### src/rtl/sn_count.sv
// Stochastic-number window counter: decodes a unipolar, bipolar or two-line bit stream into a signed count.
// Optional continuous back-to-back windows when SN_COUNT_CONT_EN is defined.
module sn_count #(
    parameter logic [1:0] MODE = 2'd0
) (
    input  logic        CLK,
    input  logic        RST,
    input  logic        EN,
    input  logic        SN_IN_P,
    input  logic        SN_IN_N,
    input  logic [31:0] DATA_IN,
    input  logic        LEN_WE,
    input  logic        START,
    output logic [31:0] DATA_OUT,
    output logic        VALID,
    output logic        BUSY
);

`ifdef SN_COUNT_CONT_EN
    localparam bit CONT = 1'b1;
`else
    localparam bit CONT = 1'b0;
`endif

    typedef enum logic [1:0] {
        S_IDLE,
        S_RUN,
        S_DONE
    } state_t;

    state_t      state;
    state_t      state_nxt;
    logic [30:0] len;
    logic [30:0] len_nxt;
    logic [30:0] wlen;
    logic [30:0] cnt;
    logic [31:0] acc;
    logic [31:0] delta;
    logic [31:0] acc_add;
    logic [31:0] acc_fin;
    logic [31:0] result;
    logic        go;
    logic        last;
    logic        unused_msb;

    assign unused_msb = DATA_IN[31];

    // A write in the same cycle as START must be the length that gets latched.
    assign len_nxt = LEN_WE ? DATA_IN[30:0] : len;
    assign go      = START && (state != S_RUN);

    always_comb begin
        delta = {31'd0, SN_IN_P};
        if (MODE >= 2'd2) begin
            delta = {31'd0, SN_IN_P} - {31'd0, SN_IN_N};
        end
    end

    assign acc_add = acc + delta;

    // A zero-length window closes on the first RUN cycle without counting.
    assign last = (state == S_RUN)
               && ((wlen == 31'd0) || (EN && (cnt == wlen - 31'd1)));

    assign acc_fin = (wlen == 31'd0) ? acc : acc_add;

    always_comb begin
        result = acc_fin;
        if (MODE == 2'd1) begin
            result = {acc_fin[30:0], 1'b0} - {1'b0, wlen};
        end
    end

    always_ff @(posedge CLK) begin
        if (RST) begin
            state <= S_IDLE;
        end else begin
            state <= state_nxt;
        end
    end

    always_comb begin
        state_nxt = state;
        unique case (state)
            S_IDLE: begin
                if (START) state_nxt = S_RUN;
            end
            S_RUN: begin
                if (last) state_nxt = CONT ? S_RUN : S_DONE;
            end
            S_DONE: begin
                if (START) state_nxt = S_RUN;
            end
            default: state_nxt = S_IDLE;
        endcase
    end

    always_ff @(posedge CLK) begin
        if (RST) begin
            len      <= 31'd0;
            wlen     <= 31'd0;
            cnt      <= 31'd0;
            acc      <= 32'd0;
            DATA_OUT <= 32'd0;
            VALID    <= 1'b0;
            BUSY     <= 1'b0;
        end else begin
            len <= len_nxt;
            if (CONT) begin
                VALID <= 1'b0;
            end
            if (go) begin
                wlen  <= len_nxt;
                cnt   <= 31'd0;
                acc   <= 32'd0;
                VALID <= 1'b0;
                BUSY  <= 1'b1;
            end else if (state == S_RUN) begin
                if (last) begin
                    DATA_OUT <= result;
                    VALID    <= 1'b1;
                    if (CONT) begin
                        wlen <= len_nxt;
                        cnt  <= 31'd0;
                        acc  <= 32'd0;
                    end else begin
                        BUSY <= 1'b0;
                    end
                end else if (EN) begin
                    acc <= acc_add;
                    cnt <= cnt + 31'd1;
                end
            end
        end
    end

endmodule

### config.mk
export PLATFORM = sky130hd
export DESIGN_NAME = sn_count
export DESIGN_NICKNAME = d
export VERILOG_FILES = /design/src/rtl/sn_count.sv
export SDC_FILE = /design/constraint.sdc
export NUM_CORES = 1
export LEC_CHECK = 0
export CORE_ASPECT_RATIO = 0.75
export CORE_MARGIN = 2
export CORE_UTILIZATION = 25
export CTS_BUF_LIST = sky130_fd_sc_hd__clkbuf_8 sky130_fd_sc_hd__clkbuf_16
export DETAILED_ROUTE_END_ITERATION = 10
export PLACE_DENSITY = 0.46
export SYNTH_ARGS = -nofsm -noshare
export SYNTH_HDL_FRONTEND = slang
export SYNTH_SLANG_ARGS = --single-unit
export TNS_END_PERCENT = 50
### constraint.sdc
create_clock -name CLK -period 3.3 [get_ports CLK]
set_clock_uncertainty 0.05 [all_clocks]
set_input_delay 0.99 -clock CLK [delete_from_list [all_inputs] [get_ports CLK]]
set_output_delay 0.99 -clock CLK [all_outputs]
set_load 0.05 [all_outputs]
==> results by group, run 1 <==
Clocking
  • Hold-fix buffers at CTS: 0
  • Post-CTS setup buffer count: 0
  • CTS tree: yes
  • Clock tree root driver cell: clkbuf_16
  • H-tree depth: 4
  • CTS Buf Count: 17
  • Worst-skew pair later-pin latency: between 0.4 and 0.5 ns
  • Clock Sinks: roughly 160
  • CTS clk-pin slew, worst paths: about 0.07 ns
  • Max Root-Sink Buffers: 2

Layout
  • Share of cells above drive strength 1: roughly 14%
  • Final Util: approximately 32%
  • Diodes inserted: 0
  • Synth-to-Final Area Change: 28.5%
  • Fill cell count: ~3.6k
  • # nets final: about 1.2k
  • Cell Count, Final, Fillers Out: about 1.6k

Setup path
  • Crit Path Class: flop to flop
  • Worst path required time: 3.61 ns
  • Worst setup SP type: flop
  • Worst EP arrival: around 3.4 ns
  • CP endpoint kind: flop
  • R2R setup slack: roughly 0.19 ns
  • Critical-path maximum fanout: 20
  • Worst R2R Path Depth: 11
  • Reg2reg start: wlen[22]
  • Worst flop-to-flop path endpoint: acc[18]

Pwr
  • Max VDD drop: approximately 0.00028 V
  • PD cells: around 450 nW/µm²
  • Power consumption: about 5000 µW
  • P_leak: roughly 0.0040 µW

Drt
  • Starting DRT DRC Count: 506
  • Met3 WL post-DR: 787 µm
  • Vias per cell: roughly 5.0
  • Drt total wl: approximately 26000 µm
  • DRT Pass-1 Iters: 5
  • WL per Instance: 16.2 µm
  • Detailed-route via count: between 8k and 9k
  • Top layer in use: met4
  • DRC Markers: 0
  • DRT met1 WL: 13900 µm
  • Antenna Nets Post-Route: 0
  • Total length of routed met2 wires: around 12000 µm

Logic synthesis
  • Post-synth top cells: dfxtp_1, nor2_1, nand2_1
  • Main synth FF type: dfxtp_1
  • Ys async rst share: 0%
  • Area of the mapped netlist: between 8000 and 9000 µm²
  • Top-count cell post-synth: dfxtp_1
  • Seq/Total Area, Yosys: approximately 37%
  • Post-Syn Nets: around 1.1k
  • Number of synthesized flops with an enable pin: 0
  • Synth area leader: dfxtp_1
  • Mapped Cells: 1045
  • Seq cells post-synth: roughly 160
  • Yosys warns: 0
  • Netlist cell types: 65
  • Avg Inst Size Synth: around 8.3 µm²
  • Synth top area share: between 30 and 40%
  • Largest cells by area after synthesis: dfxtp_1, a211oi_1, mux2i_1

STA
  • RSZ-0062 raised after global routing: false
  • Rel. slew slack: between 40 and 50%
  • Worst-Margin Slew: roughly 0.76 ns
  • Final hold viol count: 0
  • Pins Over Slew Limit: 0
  • Period utilisation layout: between 90% and 100%
  • Fin crit period: around 3.1 ns
  • Final Setup Violations: 0
  • F_max: between 300 and 400 MHz

Place
  • Placed cell count: around 1.6k
  • Post-DP HPWL: roughly 19000 µm
  • Gpl congestion: between 0.8 and 0.9
  • IO buf count: 70

Min path
  • Hold Startpoint: DATA_OUT[20]
  • Hold endpoint: DATA_OUT[20]
  • Cell count of the worst hold path: 2
  • HP Class: flop to flop

Die
  • Die Wd: around 220 µm
  • Row cnt: just under 60
  • Die area: 36300 µm²
  • Number of I/O pins: 73
  • Starting density of the core: about 25%
  • Core Region: 34500 µm²
  • Die height: approximately 170 µm

Run status
  • Outcome: complete, no violations

GRT
  • Total GRT Usage: between 10% and 20%
  • First-pass GRT wire length: around 42000 µm
  • Vias in the first global route: about 7.6k
  • GRT overflow: 0
  • Antenna violations before repair: 0
  • Largest net degree at the start of global routing: roughly 70

Run
  • Max Cap Viol: 0
## placed cells by master (no fill, tap or decap), drive strengths merged, types with 14 or more instances in the layout
cell	count
nor2	85
xnor2	40
and3	16
o22a	31
mux2i	40
clkdlybuf4s50	68
o21ai	30
nor3	19
o31ai	14
dfxtp	161
inv	56
or4	24
nor4	24
a211oi	62
nand2	62
buf	110
clkbuf	18
a21oi	51
nand3	50
nand4	31
or3	38
xor2	24
## per-layer routing
layer	up-vias	global-route usage, %
met5	-	0
met4	0	3.41
met3	11	2.69
met2	113	23.0
met1	3892	21.4
li1	4118	-
## per-stage QoR
| stage | hold slack [ns] | setup slack (ns) | setup TNS, ns | cell area (µm²) |
|---|---|---|---|---|
| 6_report | 0.407 | 0.190 | 0 | 11200 |
| 5_1_grt | 0.433 | 0.0152 | 0 | 11200 |
| 4_1_cts | 0.411 | 0.0126 | 0 | 11100 |
| 3_5_place_dp | 0.398 | -0.272 | -15.88 | 10500 |
| 3_3_place_gp | 0.397 | -0.320 | -13.36 | 10500 |
| 2_1_floorplan | 0.397 | 0.284 | 0 | 8700 |
## logic make-up (layout without fill, tap and decap cells)
kind of cell,after synthesis,count (layout),synth area share (%)
flops,161,161,37.0
simple gates,394,394,24.4
xor+xnor,64,64,6.44
mux,40,40,4.60
buf+inv,133,261,6.57
compound gates,248,248,20.3
fa+ha+maj,5,5,0.719
## worst max-delay path by stage
| stage | startpoint | endpoint | slack, ns | depth (start not counted) |
|---|---|---|---|---|
| detailed placement | SN_IN_P | DATA_OUT[30] | -0.27 | 11 |
| floorplan | wlen[3] | DATA_OUT[1] | 0.28 | 10 |
| finish | wlen[22] | acc[18] | 0.19 | 11 |
| global placement | SN_IN_P | DATA_OUT[30] | -0.32 | 11 |
| global route | wlen[17] | acc[14] | 0.02 | 11 |
| CTS | wlen[0] | acc[18] | 0.01 | 14 |
## cell type report
cell class,instances,area [µm²],share of cell area [%]
Multi-Input combinational cell,751,4980,44.5
Tap cell,457,572,5.11
Sequential cell,161,3220,28.8
Inverter,52,195,1.75
Clock buffer,18,439,3.93
Timing Repair Buffer,178,1590,14.2
Clock inverter,13,184,1.64
## critical path: stages (launching register included)
cell and delay, ns:
dfxtp_1 0.32, or4_1 0.60, nor4b_2 0.27, buf_4 0.16
and2_1 0.16, mux2i_1 0.19, nor4_1 0.09, and4_4 0.25
buf_4 0.16, buf_12 0.15, or4_1 0.49, a21oi_1 0.15
## report_power, final
group / leakage [µW] / internal [µW] / switching [µW]
registers: 0.00131 / 2010 / 53.4
logic: 0.00242 / 343 / 435
clock network: 0.000304 / 1290 / 859
## flip-flops by register name, summed over array words and instances, names as in the netlist
| signal | cells |
|---|---|
| VALID | 1 |
| state | 2 |
| acc | 32 |
| len | 31 |
| DATA_OUT | 32 |
| BUSY | 1 |
| wlen | 31 |
| cnt | 31 |
## repair_timing
| action | CTS | global route |
|---|---|---|
| setup endpoints to repair | 3 | 93 |
| gates cloned | 0 | 0 |
| gates resized for setup | 1 | 10 |
(Power assumes the default switching activity.)
==> run 2, diff against run 1 <==
--- a/config.mk
+++ b/config.mk
@@ -5,6 +5,7 @@
 export SDC_FILE = /design/constraint.sdc
 export NUM_CORES = 1
 export LEC_CHECK = 0
+export ABC_AREA = 1
 export CORE_ASPECT_RATIO = 0.75
 export CORE_MARGIN = 2
 export CORE_UTILIZATION = 25
==> results by group, run 2 <==
Run status
  • Outcome: complete, no violations

Setup path
  • Worst R2R Path Depth: 16
  • CP endpoint kind: flop
  • Critical-path maximum fanout: 31
  • Worst setup SP type: flop
  • Worst path required time: around 3.6 ns
  • R2R setup slack: slightly above 0.07 ns
  • Worst EP arrival: between 3 and 4 ns
  • Worst flop-to-flop path endpoint: acc[14]
  • Reg2reg start: wlen[1]
  • Crit Path Class: flop to flop

Place
  • IO buf count: 70
  • Area of placed instances: approximately 10000 µm²
  • Post-DP HPWL: 19400 µm
  • Gpl congestion: 0.904

Clocking
  • CTS tree: yes
  • Clock tree root driver cell: clkbuf_16
  • CTS Buf Count: 17
  • CTS clk-pin slew, worst paths: roughly 0.07 ns
  • Clock Sinks: approximately 160
  • Max Root-Sink Buffers: 2
  • Hold-fix buffers at CTS: 0
  • Worst-skew pair later-pin latency: 0.44 ns
  • H-tree depth: 4

Logic synthesis
  • Ys async rst share: 0%
  • Mapped Cells: between 1k and 1.5k
  • Top-count cell post-synth: nand2_1
  • Seq/Total Area, Yosys: 35.8%
  • Main synth FF type: dfxtp_1
  • Yosys warns: 0
  • Post-Syn Nets: 1403
  • Seq cells post-synth: 161
  • Area of the mapped netlist: roughly 9000 µm²
  • Avg Inst Size Synth: 6.62 µm²
  • Number of synthesized flops with an enable pin: 0
  • Synth top area share: 35.8%
  • Post-synth top cells: nand2_1, dfxtp_1, inv_1
  • Largest cells by area after synthesis: dfxtp_1, nand2_1, xor2_1
  • Synth area leader: dfxtp_1
  • Netlist cell types: 34

Pwr
  • Clock power frac: between 40% and 50%
  • Pint: about 3300 µW
  • P_leak: between 0.004 and 0.005 µW
  • PD cells: 426 nW/µm²
  • Power consumption: between 4000 and 5000 µW
  • Max VDD drop: around 0.00039 V
  • Flop pwr share: between 40% and 50%
  • Reported net switching power: roughly 1400 µW
  • Logic pwr share: 14.2%
  • Sw Ratio: roughly 30%

Min path
  • Hold Startpoint: VALID
  • Hold endpoint: VALID
  • Cell count of the worst hold path: 2
  • HP Class: flop to flop

Die
  • Number of I/O pins: between 70 and 80
  • Die area: ~38000 µm²
  • Die height: ~170 µm
  • Core Region: approximately 36000 µm²
  • Row cnt: 60
  • Die Wd: 223 µm
  • Starting density of the core: between 20% and 30%

Drt
  • DRT Pass-1 Iters: 7
  • Detailed-route via count: 8493
  • Antenna Nets Post-Route: 0
  • Vias per cell: ~4.4
  • DRC Markers: 0
  • Starting DRT DRC Count: around 550
  • WL per Instance: approximately 14 µm
  • Drt total wl: ~27000 µm

STA
  • Rel. slew slack: 23.4%
  • Final Setup Violations: 0
  • Setup_tns: 0 ns
  • Worst-Margin Slew: between 1 and 1.5 ns
  • Period utilisation layout: a little over nine tenths
  • Fin crit period: 3.23 ns
  • Pins Over Slew Limit: 0
  • F_max: about 310 MHz
  • Final hold viol count: 0
  • RSZ-0062 raised after global routing: true

Layout
  • Most common cell after layout, fill and taps aside: nand2_1
  • Top flop regs: DATA_OUT: 32 flops, acc: 32 flops
  • Diodes inserted: 0
  • Share of cells above drive strength 1: between 10% and 20%
  • Synth-to-Final Area Change: 23.2%
  • # nets final: ~1.5k
  • Most frequent cells in the layout: nand2_1, dfxtp_1, inv_1
  • Post-route design area: between 10000 and 15000 µm²

GRT
  • GRT overflow: 0
  • Largest net degree at the start of global routing: between 60 and 70
  • Vias in the first global route: 8073
  • Antenna violations before repair: 0
  • First-pass GRT wire length: roughly 43000 µm
  • Total GRT Usage: 14.5%

Run
  • Max Cap Viol: 0
[run 2: cell types whose count changed after synthesis, moves of 31 or more]
| cell | before | now |
|---|---|---|
| nand2_1 | 62 | 441 |
| inv_1 | 52 | 131 |
| a211oi_1 | 61 | 0 |
| xor2_1 | 24 | 72 |
| nor2_1 | 85 | 128 |
| mux2i_1 | 40 | 0 |
| or3_1 | 38 | 0 |
| o22a_1 | 31 | 0 |
[run 2: kinds of logic (layout without fill, tap and decap cells)]
family          Yosys count  after routing  synth area share [%]
compound gates          176            176                  11.7
xor+xnor                 82             82                  7.99
fa+ha+maj                 5              5                 0.696
buf+inv                 193            290                  8.74
flops                   161            161                  35.8
simple gates            742            743                  35.1
[run 2: power by group through the flow]
stage                     clock (µW)  sequential [µW]  combinational [µW]
after floorplan                    0             2100                 462
after global placement             0             2120                 656
after detailed placement           0             2120                 660
after CTS                       2030             2070                 663
after global routing            2100             2080                 755
final                           1980             2070                 671
[run 2: metrics by stage]
stage | std cells | worst slack, ns | hold slack, ns | util [%]
2_1_floorplan | 1359 | 0.323 | 0.403 | -
3_3_place_gp | 1886 | -0.472 | 0.400 | 29.3
3_5_place_dp | 1886 | -0.552 | 0.394 | 29.3
4_1_cts | 1921 | 0.0141 | 0.405 | 31.0
5_1_grt | 1922 | -0.201 | 0.418 | 31.1
6_report | 1922 | 0.0711 | 0.402 | 31.1
[run 2: worst max-delay path: stages (launching register included)]
cell,delay [ns]
dfxtp_1,0.32
inv_1,0.11
ha_2,0.23
nand2_2,0.13
nor2_8,0.18
nand2_1,0.11
o21ai_1,0.26
nand3_1,0.10
nand2_1,0.08
inv_1,0.04
nand2_1,0.05
nor2_1,0.05
nand3_2,0.12
nand3_4,0.15
nor2_4,0.89
nand2_1,0.12
a21oi_1,0.16
[run 2: worst max path at each step]
stage / slack, ns / start / end / cells after the start
after global placement: -0.47 / SN_IN_P / DATA_OUT[28] / 17
after CTS: 0.01 / wlen[17] / acc[24] / 15
final: 0.07 / wlen[1] / acc[14] / 16
after detailed placement: -0.55 / SN_IN_P / DATA_OUT[28] / 17
after global routing: -0.20 / wlen[1] / acc[1] / 18
after floorplan: 0.32 / SN_IN_P / DATA_OUT[28] / 14
[run 2: routing by layer]
layer	track usage, %	vias up	wire length (µm)
met2	20.3	161	10300
met5	0	-	0
li1	-	4485	-
met1	22.7	3831	15200
met4	3.44	0	260
met3	2.30	16	988
[run 2: area by class of cell]
type / count / area [µm²]
repair buffers: 123 / 1170
clock buffers: 19 / 453
inverters: 135 / 507
flip-flops and latches: 161 / 3220
clock inverters: 13 / 128
fillers: 3851 / 24600
multi-input cells: 1006 / 5020
well taps: 465 / 582
[run 2: timing repair]
| action | 4_1_cts | 5_1_grt |
|---|---|---|
| pin swaps | 6 | 2 |
| setup buffers | 3 | 0 |
| cloned | 0 | 1 |
| setup endpoints to repair | 1 | 64 |
| hold endpoints to repair | 0 | 0 |
| gates resized for setup | 6 | 4 |
==> run 3, diff against run 2 <==
--- a/config.mk
+++ b/config.mk
@@ -11,6 +11,8 @@
 export CORE_UTILIZATION = 25
 export CTS_BUF_LIST = sky130_fd_sc_hd__clkbuf_8 sky130_fd_sc_hd__clkbuf_16
 export DETAILED_ROUTE_END_ITERATION = 10
+export GPL_ROUTABILITY_DRIVEN = 0
+export GPL_TIMING_DRIVEN = 0
 export PLACE_DENSITY = 0.46
 export SYNTH_ARGS = -nofsm -noshare
 export SYNTH_HDL_FRONTEND = slang
==> results by group, run 3 (synthesis gave the netlist of run 2 again) <==
Run status
  • Outcome: complete, no violations

Clocking
  • Max Root-Sink Buffers: 2
  • CTS Buf Count: 17
  • CTS clk-pin slew, worst paths: around 0.07 ns
  • CTS tree: yes
  • Hold-fix buffers at CTS: 0
  • H-tree depth: 4
  • Clock Sinks: approximately 160
  • Worst-skew pair later-pin latency: roughly 0.45 ns
  • Clock tree root driver cell: clkbuf_16

Drt
  • DRC Markers: 0
  • Detailed-route via count: 8690
  • Starting DRT DRC Count: about 680
  • Antenna Nets Post-Route: 0
  • Vias per cell: around 4.5
  • WL per Instance: between 10 and 15 µm
  • Drt total wl: between 20000 and 30000 µm
  • DRT Pass-1 Iters: 6

Layout
  • Post-route design area: 11000 µm²
  • Most common cell after layout, fill and taps aside: nand2_1
  • Most frequent cells in the layout: nand2_1, dfxtp_1, inv_1
  • Area of the multi-input gates: just over 5000 µm²
  • Final Util: between 30% and 40%
  • # nets final: around 1.5k
  • Cell Count, Final, Fillers Out: between 1.5k and 2k
  • Synth-to-Final Area Change: 22.7%
  • Fill cell count: just under 4k
  • Share of cells above drive strength 1: 9.47%
  • Register area: approximately 3200 µm²
  • Top flop regs: DATA_OUT: 32 flops, acc: 32 flops
  • Diodes inserted: 0

Min path
  • Cell count of the worst hold path: 2
  • HP Class: flop to flop
  • Hold endpoint: VALID
  • Hold Startpoint: VALID

Die
  • Row cnt: 60
  • Core Region: ~36000 µm²
  • Die area: approximately 38000 µm²
  • Die Wd: between 200 and 250 µm
  • Die height: 168 µm
  • Starting density of the core: between 20% and 30%
  • Number of I/O pins: 73

STA
  • F_max: ~320 MHz
  • Fin crit period: around 3.2 ns
  • Period utilisation layout: between 90% and 100%
  • Worst-Margin Slew: 0.712 ns
  • Pins Over Slew Limit: 0
  • RSZ-0062 raised after global routing: false
  • Rel. slew slack: between 50 and 60%
  • Final Setup Violations: 0
  • Final hold viol count: 0

Setup path
  • Worst flop-to-flop path endpoint: DATA_OUT[28]
  • Worst setup SP type: input port
  • Critical-path maximum fanout: 10
  • Reg2reg start: wlen[0]
  • Worst path required time: between 3 and 4 ns
  • CP endpoint kind: flop
  • Worst EP arrival: between 3 and 4 ns
  • Worst R2R Path Depth: 18
  • R2R setup slack: roughly 0.35 ns
  • Crit Path Class: input port to flop

GRT
  • Met1 Track Usage GR: 23.7%
  • First-pass GRT wire length: ~46000 µm
  • Vias in the first global route: between 8k and 9k
  • GR peak layer: met1
  • Largest net degree at the start of global routing: 17
  • Met3 Usage GRT: about 2.8%
  • Met2 usage: 22.2%
  • GRT overflow: 0
  • Total GRT Usage: 15.6%
  • Antenna violations before repair: 0

Pwr
  • Reported net switching power: approximately 1400 µW
  • Sw Ratio: roughly 28%
  • Logic pwr share: a little over an eighth
  • Max VDD drop: between 0.0003 and 0.0004 V
  • PD cells: 442 nW/µm²
  • Pint: 3500 µW
  • Clock power frac: between 40% and 50%
  • P_leak: between 0.004 and 0.005 µW
  • Flop pwr share: around 43%
  • Power consumption: between 4000 and 5000 µW

Place
  • Area of placed instances: 10300 µm²
  • Placed cell count: between 1.5k and 2k
  • IO buf count: 69
  • Post-DP HPWL: ~22000 µm

Run
  • Max Cap Viol: 0
## run 3: cell count changes in the layout (fill, tap and decap cells not counted), moves of 5 or more
cell      change
buf_6         +7
clkinv_4      -5
clkbuf_1     +38
buf_2        +12
buf_4        -39
buf_12        -6
## run 3: worst max-delay path by stage
stage               startpoint            to  slack [ns]
CTS                         EN  DATA_OUT[28]        0.03
detailed placement     SN_IN_P  DATA_OUT[28]       -1.10
global placement       SN_IN_P  DATA_OUT[28]       -1.13
floorplan              SN_IN_P  DATA_OUT[28]        0.32
finish                   START       cnt[21]        0.13
global route           SN_IN_P  DATA_OUT[30]       0.002
## run 3: per-layer routing
layer  wire [µm]  up-vias
met1       15700     3983
met4         408        0
met3        1120       23
met2       11200      179
li1            -     4505
met5           0        -
## run 3: cell type report
type / instances / share of cell area [%]
plain buffers: 58 / 2.60
multi-input cells: 1005 / 45.9
clock buffers: 17 / 3.86
well taps: 465 / 5.27
clock inverters: 15 / 1.73
inverters: 135 / 4.59
flip-flops and latches: 161 / 29.2
repair buffers: 77 / 6.79
## run 3: power groups by stage
| stage | combinational (µW) | sequential (µW) | clock [µW] |
|---|---|---|---|
| after detailed placement | 664 | 2120 | 0 |
| after global placement | 662 | 2120 | 0 |
| after global routing | 759 | 2090 | 2260 |
| after floorplan | 462 | 2100 | 0 |
| final | 668 | 2080 | 2130 |
| after CTS | 667 | 2080 | 2170 |
## run 3: metrics by stage
step | worst slack (ns) | TNS, ns | hold slack, ns
2_1_floorplan | 0.323 | 0 | 0.403
3_3_place_gp | -1.13 | -37.44 | 0.402
3_5_place_dp | -1.10 | -37.17 | 0.400
4_1_cts | 0.0345 | 0 | 0.410
5_1_grt | 0.00238 | 0 | 0.427
6_report | 0.128 | 0 | 0.404
## run 3: repair_timing
item / 4_1_cts / 5_1_grt
resized for setup: 13 / 13
pin swaps: 9 / 6
endpoints found under the setup margin: 26 / 94
setup buffers: 7 / 1
## run 3: critical path, cell delays in order
cell and delay [ns]:
clkdlybuf4s50_1 0.58, inv_1 0.09, nor2_1 0.27, nor2_1 0.24, inv_2 0.27, clkbuf_1 0.52, clkbuf_2 0.44, a21oi_2 0.05
==> RTL change, RTL diff (config.mk and constraints of run 2) <==
Change the parameter `MODE` from 2'd0 to 2'd1.
--- a/src/rtl/sn_count.sv
+++ b/src/rtl/sn_count.sv
@@ -1,7 +1,7 @@
 // Stochastic-number window counter: decodes a unipolar, bipolar or two-line bit stream into a signed count.
 // Optional continuous back-to-back windows when SN_COUNT_CONT_EN is defined.
 module sn_count #(
-    parameter logic [1:0] MODE = 2'd0
+    parameter logic [1:0] MODE = 2'd1
 ) (
     input  logic        CLK,
     input  logic        RST,
Function: changed (Yosys sat finds a counterexample within 4 cycles, from zero or initial values and one cycle with RST high).
==> RTL change against run 2 <==
- the flow now finishes with violations (negative setup slack)
- first-iteration DRC count increased by 43%
- fmax decreased by 22%
- worst setup slack got worse by 0.89 ns
- synthesized area increased by 21%
- cell area increased by 47%
- register-to-register slack got worse by 0.68 ns
- sequential cell count decreased by 1
- wire length increased by 61%
- count of clock-buffer cells in the layout unchanged
- critical path depth increased by 9
- critical path type is now in2reg
- highest routed layer unchanged
Power is not compared: it rests on default switching activity, and its combinational part moved more than twofold at a synthesized area within 25%.
==> RTL change: results (changes against run 2) <==
STA
  – Final WS setup: -0.816 ns (-0.887 ns)
  – Worst-Margin Slew: 0.767 ns (-0.379 ns)
  – Final count of negative-setup-slack endpoints: 20 (+20)

Logic synthesis
  – Fraction of registers with async set/reset: 0% (unchanged)
  – Seq/Total Area, Yosys: 29.4% (-6.4 points)
  – Synth area leaders: dfxtp_1 (29%), nand2_1 (16%), nor2_1 (9.6%), xor2_1 (7.3%), inv_1 (5.8%)
  – Distinct cells, synth: 44 (+29%)
  – Mapped Nets: 1776 (+27%)
  – Ys Warns: 0 (unchanged)
  – Commonest cells post-synth: nand2_1 (454), nor2_1 (279), inv_1 (167)

Final layout
  – Share of post-route cells with drive strength above 1: 26.5% (+16 points)
  – Max reg flops: 32
  – Fill count: 4568 (+19%)
  – ANT cells: 0 (unchanged)
  – Most flop-heavy register: DATA_OUT
  – Nets: 2127 (+43%)

Min path
  – Hold depth: 2 (unchanged)
  – Hold crit path type: reg2reg

Clocking
  – CTS tree: done
  – Clk_lat worst skew: 0.46 ns (+0.02 ns)
  – CTS Buffer Depth: 2 (unchanged)
  – Root Driver: clkbuf_16
  – TritonCTS Buffers: 17 (unchanged)
  – Reg clk slew, reported paths: 0.07 ns (about the same)
  – Max H-tree Level: 4 (unchanged)

Placement
  – HPWL Detailed: 32.5 mm (+67%)
  – Final Wtd Congestion: 0.918 (+1.5%)
  – Port bufs: 70 (unchanged)
  – Area of placed instances: 0.0141 mm2 (+35%)

Outcome
  – Run status: finished with violations
  – Violated checks: negative setup slack

Global route
  – Largest net degree at the start of global routing: 71 (+9.2%)
  – GRT Util Overall: 18.2% (+3.7 points)
  – First-pass GRT wire length: 63.1 mm (+45%)
  – Vias in the first global route: 11.0k (+36%)
  – Initial antenna violation count: 0 (unchanged)

Setup path
  – CP peak stage delay: 0.47 ns (-0.42 ns)
  – Top delay family on crit path: simple AND/OR/NAND/NOR gates
  – Critical path fanouts, max: 4 (-87%)
  – Critical path arrival: 4.47 ns (+0.92 ns)
  – Cell depth of the worst flop-to-flop path: 24 (+8)
  – Max stage delay cell, worst path: o21ai_0

Detailed routing
  – 1st-iter DRT viols: 780 (+43%)
  – Avg WL per Cell: 16.3 um (+17%)
  – DR pass1 iterations: 6 (-1)
  – Drt via density: 4.56 (+3.3%)

Pwr
  – Pleak: 7.26 nW
  – Sw Ratio: 33.4%
  – Worst IR drop on VDD: 0.000398 V

Run
  – Max Cap Violations: 0 (unchanged)
RTL change: final timing paths:
check,startpoint,to,slack [ns]
worst max-delay path,SN_IN_P,DATA_OUT[29],-0.82
worst min-delay path,VALID,VALID,0.42
worst max register to register,acc[0],DATA_OUT[29],-0.61
worst min register to register,VALID,VALID,0.42
RTL change: kinds of logic after synthesis:
logic type	after synthesis	synth area share [%]
AOI/OAI and AO/OA	224	11.8
xor gates and xnor gates	125	10.4
buffers and inverters	227	8.40
adders and majority gates	36	4.20
and+or+nand+nor	929	35.8
DFF	160	29.4
RTL change: worst reg2reg max path: cells and delay by family, from the launching register on:
family / cells / cell delay, ns
and+or+nand+nor: 13 / 1.29
AOI/OAI and AO/OA: 3 / 0.71
buffers and inverters: 4 / 0.58
adders and majority gates: 2 / 0.52
DFF: 1 / 0.37
xor gates and xnor gates: 2 / 0.36
RTL change: timing repair:
item / CTS / global route
buffers inserted: 29 / 33
setup endpoints to repair: 28 / 97
pin swaps: 50 / 114
resized for setup: 86 / 164
hold buffers: 0 / 0
gates cloned: 0 / 9
RTL change: cell type report:
type / count / area (um2) / area share, %
Sequential cell: 160 / 3210 / 19.6
Clock buffer: 19 / 453 / 2.77
Timing Repair Buffer: 387 / 3450 / 21.1
Multi-Input combinational cell: 1314 / 7720 / 47.3
Clock inverter: 12 / 136 / 0.835
Tap cell: 578 / 723 / 4.43
Inverter: 172 / 646 / 3.95
RTL change: per-stage QoR:
stage | worst slack [ns] | setup TNS (ns) | power [mW] | instances
after floorplan | -0.800 | -8.67 | 2.91 | 1701
after global placement | -1.74 | -39.05 | 3.63 | 2548
after detailed placement | -1.79 | -39.58 | 3.64 | 2548
after CTS | -0.949 | -10.45 | 5.80 | 2606
after global routing | -0.997 | -13.57 | 6.22 | 2642
final | -0.816 | -8.31 | 5.92 | 2642
RTL change: layer usage:
| metal | part of all wire [%] | vias to the layer above | track usage, % |
|---|---|---|---|
| met3 | 5.2 | 27 | 2.93 |
| li1 | - | 6159 | - |
| met1 | 53 | 5602 | 28.1 |
| met2 | 40 | 271 | 25.7 |
| met5 | 0 | - | 0 |
| met4 | 1.3 | 0 | 4.73 |
RTL change: power by group through the flow:
stage               clock (mW)  sequential [mW]  combinational [mW]
floorplan                    0             2.10               0.811
global placement             0             2.08                1.55
detailed placement           0             2.08                1.56
CTS                       2.11             2.04                1.65
global route              2.19             2.05                1.98
finish                    2.05             2.05                1.82
